File: src/rtl/mdu_seq.sv
// Sequential RV32M multiply/divide unit: radix-2 shift-add multiply and restoring
// divide, one iteration per cycle, stalling the pipeline while busy.
//
// state  | meaning
// -------+-----------------------------------------------------------
// S_IDLE | waiting for start; operands latched on the accepting edge
// S_RUN  | 32 iterations of shift-add or restoring divide
// S_DONE | result valid for one cycle, then back to S_IDLE
module mdu_seq (
   input  logic        clk,
   input  logic        rst,
   input  logic        start,
   input  logic [2:0]  op,
   input  logic [31:0] src_a,
   input  logic [31:0] src_b,
   input  logic        flush,
   output logic        stall_req,
   output logic        done,
   output logic [31:0] result
);

   typedef enum logic [1:0] {
      S_IDLE = 2'd0,
      S_RUN  = 2'd1,
      S_DONE = 2'd2
   } state_t;

   localparam logic [2:0] OP_MUL    = 3'd0;
   localparam logic [2:0] OP_MULH   = 3'd1;
   localparam logic [2:0] OP_MULHSU = 3'd2;

   state_t      state;
   state_t      state_nxt;
   logic [2:0]  op_q;
   logic        neg_q;
   logic [4:0]  cnt;
   logic [63:0] acc;
   logic [31:0] mcand;

   logic        sgn_a;
   logic        sgn_b;
   logic        neg_a;
   logic        neg_b;
   logic        neg_in;
   logic [31:0] mag_a;
   logic [31:0] mag_b;
   logic        div_zero;
   logic        div_ovf;
   logic        special;
   logic [31:0] special_res;

   logic [32:0] mul_sum;
   logic [63:0] mul_next;
   logic [32:0] div_shift;
   logic [32:0] div_diff;
   logic [63:0] div_next;
   logic [63:0] step;
   logic [63:0] mul_fix;
   logic [31:0] quo_fix;
   logic [31:0] rem_fix;
   logic [31:0] final_res;

   // Operand decode at acceptance: signedness, magnitudes and the result sign.
   always_comb begin
      sgn_a = op[2] ? ~op[0] : ((op == OP_MULH) || (op == OP_MULHSU));
      sgn_b = op[2] ? ~op[0] : (op == OP_MULH);
      neg_a = sgn_a & src_a[31];
      neg_b = sgn_b & src_b[31];
      mag_a = neg_a ? (~src_a + 32'd1) : src_a;
      mag_b = neg_b ? (~src_b + 32'd1) : src_b;
      neg_in = (op[2] & op[1]) ? neg_a : (neg_a ^ neg_b);
      div_zero = op[2] & (src_b == 32'd0);
      div_ovf  = op[2] & ~op[0] & (src_a == 32'h8000_0000) & (src_b == 32'hFFFF_FFFF);
      special  = div_zero | div_ovf;
      if (div_zero)
         special_res = op[1] ? src_a : 32'hFFFF_FFFF;
      else
         special_res = op[1] ? 32'd0 : 32'h8000_0000;
   end

   // One iteration. acc holds {partial_hi, multiplier} or {remainder, quotient}.
   always_comb begin
      mul_sum   = {1'b0, acc[63:32]} + (acc[0] ? {1'b0, mcand} : 33'd0);
      mul_next  = {mul_sum, acc[31:1]};
      div_shift = {acc[63:32], acc[31]};
      div_diff  = div_shift - {1'b0, mcand};
      if (!div_diff[32])
         div_next = {div_diff[31:0], acc[30:0], 1'b1};
      else
         div_next = {div_shift[31:0], acc[30:0], 1'b0};
      step    = op_q[2] ? div_next : mul_next;
      mul_fix = neg_q ? (~step + 64'd1) : step;
      quo_fix = neg_q ? (~step[31:0] + 32'd1) : step[31:0];
      rem_fix = neg_q ? (~step[63:32] + 32'd1) : step[63:32];
      case (op_q)
         OP_MUL:               final_res = mul_fix[31:0];
         3'd1, 3'd2, 3'd3:     final_res = mul_fix[63:32];
         3'd4, 3'd5:           final_res = quo_fix;
         default:              final_res = rem_fix;
      endcase
   end

   always_ff @(posedge clk or posedge rst) begin
      if (rst)
         state <= S_IDLE;
      else
         state <= state_nxt;
   end

   always_comb begin
      state_nxt = state;
      stall_req = 1'b0;
      case (state)
         S_IDLE: begin
            stall_req = start;
            if (start)
               state_nxt = special ? S_DONE : S_RUN;
         end
         S_RUN: begin
            stall_req = 1'b1;
            if (cnt == 5'd0)
               state_nxt = S_DONE;
         end
         S_DONE:  state_nxt = S_IDLE;
         default: state_nxt = S_IDLE;
      endcase
      if (flush)
         state_nxt = S_IDLE;
   end

   assign done = (state == S_DONE);

   // Datapath freezes under flush so result keeps its last computed value.
   always_ff @(posedge clk or posedge rst) begin
      if (rst) begin
         op_q   <= 3'd0;
         neg_q  <= 1'b0;
         cnt    <= 5'd0;
         acc    <= 64'd0;
         mcand  <= 32'd0;
         result <= 32'd0;
      end else if (!flush) begin
         case (state)
            S_IDLE: begin
               if (start) begin
                  op_q  <= op;
                  neg_q <= neg_in;
                  cnt   <= 5'd31;
                  acc   <= {32'd0, (op[2] ? mag_a : mag_b)};
                  mcand <= op[2] ? mag_b : mag_a;
                  if (special)
                     result <= special_res;
               end
            end
            S_RUN: begin
               acc <= step;
               if (cnt == 5'd0)
                  result <= final_res;
               else
                  cnt <= cnt - 5'd1;
            end
            default: ;
         endcase
      end
   end

endmodule
File: config.mk
export PLATFORM = sky130hd
export DESIGN_NAME = mdu_seq
export DESIGN_NICKNAME = d
export VERILOG_FILES = /design/src/rtl/mdu_seq.sv
export SDC_FILE = /design/constraint.sdc
export NUM_CORES = 1
export LEC_CHECK = 0
export CELL_PAD_IN_SITES_DETAIL_PLACEMENT = 0
export CELL_PAD_IN_SITES_GLOBAL_PLACEMENT = 1
export CORE_ASPECT_RATIO = 0.8
export CORE_MARGIN = 2
export CORE_UTILIZATION = 49
export DETAILED_ROUTE_END_ITERATION = 12
export GPL_ROUTABILITY_DRIVEN = 1
export GPL_TIMING_DRIVEN = 0
export PLACE_DENSITY_LB_ADDON = 0.2
export RECOVER_POWER = 50
export SLEW_MARGIN = 20
export SYNTH_ARGS = -nofsm -noshare
export SYNTH_HDL_FRONTEND = slang
export SYNTH_SLANG_ARGS = --single-unit
File: constraint.sdc
create_clock -name clk -period 7.6 [get_ports clk]
set_input_delay 1.9 -clock clk [delete_from_list [all_inputs] [get_ports clk]]
set_output_delay 1.9 -clock clk [all_outputs]
set_load 0.03 [all_outputs]
==> impl_metrics.toml <==
[logic_synthesis]
ys_types = 110
synth_compound_area_share_pct = 31.4
synth_edf_count = 0
syn_area_um2 = 16500
synth-seq-area-share_pct = 21.1
async_flop_share_pct = 100
synthAdderAreaFrac_pct = 5.64
muxShareOfSynthArea_pct = 4.32
synth_area_leaders = "dfrtp_1 (21%), o21ai_0 (7.6%), a21oi_1 (6.5%), nand2_1 (6.1%), ha_1 (5.4%)"
syn_nets = 2418
synth_top_family_by_area = "compound AO/OA/AOI/OAI gates"
synth_top_cell_area_share_pct = 21.1
synth-xor-area-share_pct = 8.19
synth_top_area_cell = "dfrtp_1"
ys_seq_elements = 139
ys_warn_count = 0
synth_area_per_cell_um2 = 7.24
synth-simple-area-share_pct = 24.2
synth_flop_cell = "dfrtp_1"
synthCells = 2274

[grt]
grt_pass1_wl_mm = 114
antenna_found_initial = 1
grt_max_degree = 91
grt_usage_pct = 44.1
grt_pass1_vias = 17300
grt-ovfl-total = 0

[floorplan]
die-area_um2 = 35100
die_x_um = 209
ios = 105
die_h_um = 168
start_util_pct = 49.4
fp.coreArea_um2 = 33300
placementRows = 60

[critical_path]
path_class = "reg -> reg"
worst_path_most_repeated_cell = "inv_1"
cp_slowest_stage_delay_ns = 0.68
crit_path_top_delay_cell = "nor3_2"
crit_path_start_kind = "flop"
cp.arrival_ns = 7.58
path_cells = "inv_1, ha_1, inv_1, fa_1, a211oi_1, o211ai_2, nand3_1, a311oi_2, nor3_2, nor2_2, buf_2, a21o_1, inv_1, ha_1, and3_1, nand3_1, or3_1, nor2_2, nor2_1, a21oi_1, xnor2_1, o21ai_0, o221ai_1"
worstPathRequired_ns = 7.89
crit_fanout = 10
end_kind = "flop"

[power_and_ir_drop]
clkPwrFrac_pct = 14.5
p_sw_uw = 3700
p_per_area_nw_per_um2 = 352
power_frac_comb_pct = 67.6
swShare_pct = 56.2
p_int_uw = 2890
p_leak_uw = 0.00752
seqPwrFrac_pct = 17.9
irDropWorstVdd_mv = 0.176
power.total_uw = 6580

[routing]
avgRoutedWirePerCell_um = 27.9
via_count = 19600
drc = 0
viasPerCell = 6.91
wl_mm = 79.4
drt_iter0_drc = 3199
postRouteAntennaNets = 0
dr.pass1.iters = 9

[clocking]
clockRootBuffer = "clkbuf_16"
clk_pin_slew_ns = 0.06
clockBufferDepth = 2
cts_buffers = 17
cts_setup_buffers = 0
clk_latency_ns = 0.45
cts_tree = "done"
cts.htree.levels = 4
numClockSinks = 139
ctsHoldBuffers = 0

[cells_and_area]
syn_to_final_growth_pct = 13.5
finalCoreUtilization_pct = 56.1
final_area_um2 = 18700
drive_above_1_share_pct = 6.07
num_antenna_cells = 0
nets = 2540
most-common-layout-cells = "nand2_1 (268), o21ai_0 (251), a21oi_1 (214)"
mostFrequentLayoutCell = "nand2_1"

[placed_design]
placed_area_um2 = 18100
dp_hpwl_mm = 64.1
portBuffers = 102
gp_congestion = 1.08
place_ws_ns = 0.296

[sta]
timing.hold.ws_ns = 0.484
rsz0062_at_grt = "false"
worst_pin_slew_ns = 2.52
maxSlewViolCount = 142
finalCritPeriodShare_pct = 96.0
worst_slack_ns = 0.305
slew_headroom_pct = -68.9
clock_skew_ns = 0.0154
fmax_mhz = 137
post-route-min-period_ns = 7.30
finalSetupViolCount = 0
hold_violations = 0

[status]
status = "finished, violations left"
violations = "capacitance limit, slew limit"

[min_path]
hold_path_class = "reg -> reg"

[job]
drv_cap = 2
==> power groups by stage <==
stage | sequential, uW | combinational, uW | clock (uW)
after global placement | 1160 | 4170 | 0
after CTS | 1160 | 4230 | 950
after global routing | 1180 | 4670 | 978
final | 1180 | 4450 | 956
after detailed placement | 1170 | 4210 | 0
after floorplan | 1140 | 2700 | 0
==> synthesized netlist by cell type (all sizes together) (8+ instances only) <==
master / instances
nor2: 208
xnor2: 92
clkbuf: 96
dfrtp: 139
ha: 71
o21ai: 264
nor3: 63
inv: 77
xor2: 62
a21oi: 215
nand4: 34
a221oi: 10
nor4: 15
o21a: 18
buf: 36
or2: 15
nand3: 57
and3: 13
a211oi: 29
nand2: 270
a311oi: 12
a22o: 20
nand2b: 22
and2: 44
o221ai: 8
or4: 15
o21bai: 8
nor2b: 18
o41ai: 14
o31ai: 29
mux2i: 53
o211ai: 25
a31oi: 38
a21o: 27
mux2: 16
or3: 22
==> per-layer routing <==
metal	GRT usage [%]	share of wire, %	up-vias	wire length, um
met5	0	0	-	0
met4	14.3	3.9	0	3130
met3	18.2	16	214	12500
met2	58.5	38	1432	30200
met1	63.7	42	9385	33600
li1	-	-	8593	-
==> worst max-delay path, delay by kind of cell (launching register included) <==
| kind | cells | cell delay, ns |
|---|---|---|
| compound gates | 7 | 2.07 |
| buf+inv | 4 | 0.62 |
| xor+xnor | 1 | 0.11 |
| simple gates | 8 | 2.90 |
| flops | 1 | 0.51 |
| fa+ha+maj | 3 | 0.89 |
==> cells by family (layout without fill, tap and decap cells) <==
logic type / count (synthesis) / count (layout)
AO/OA/AOI/OAI: 804 / 804
flip-flops: 139 / 139
XOR/XNOR: 154 / 154
buffers and inverters: 212 / 345
adder cells (fa/ha/maj): 73 / 73
AND/OR/NAND/NOR: 823 / 823
multiplexers: 69 / 69
==> worst paths after layout <==
| check | slack (ns) | endpoint | depth (start not counted) | startpoint |
|---|---|---|---|---|
| setup / recovery | 0.30 | result[8] | 23 | acc[31] |
| max in group asynchronous | 1.81 | acc[41] | 3 | rst |
| setup reg to reg | 0.30 | result[8] | 23 | acc[31] |
| hold / removal | 0.48 | result[6] | 2 | result[6] |
| min in group asynchronous | 2.59 | cnt[1] | 2 | rst |
| hold reg to reg | 0.48 | result[6] | 2 | result[6] |
==> registers in the layout, indices dropped and copies added (netlist names) <==
signal  flops
op_q        3
acc        64
state       2
mcand      32
cnt         5
neg_q       1
result     32
==> repair_timing <==
item	4_1_cts	5_1_grt
endpoints found under the setup margin	0	5
gates resized for setup	0	1
hold endpoints to repair	0	0
==> metrics by stage <==
stage / std cells / setup TNS (ns)
finish: 2841 / 0
global route: 2841 / 0
CTS: 2841 / 0
detailed placement: 2811 / 0
global placement: 2810 / -27.24
floorplan: 2274 / 0
==> area by class of cell <==
class	instances	area, um2
fill	3329	14600
sequential	139	3480
clock buffer	17	425
buffer	132	547
multi-input combinational	1923	12200
clock inverter	13	215
timing repair buffer	103	1030
inverter	80	302
tap	434	543
No activity file was read; power rests on OpenSTA's default activity.
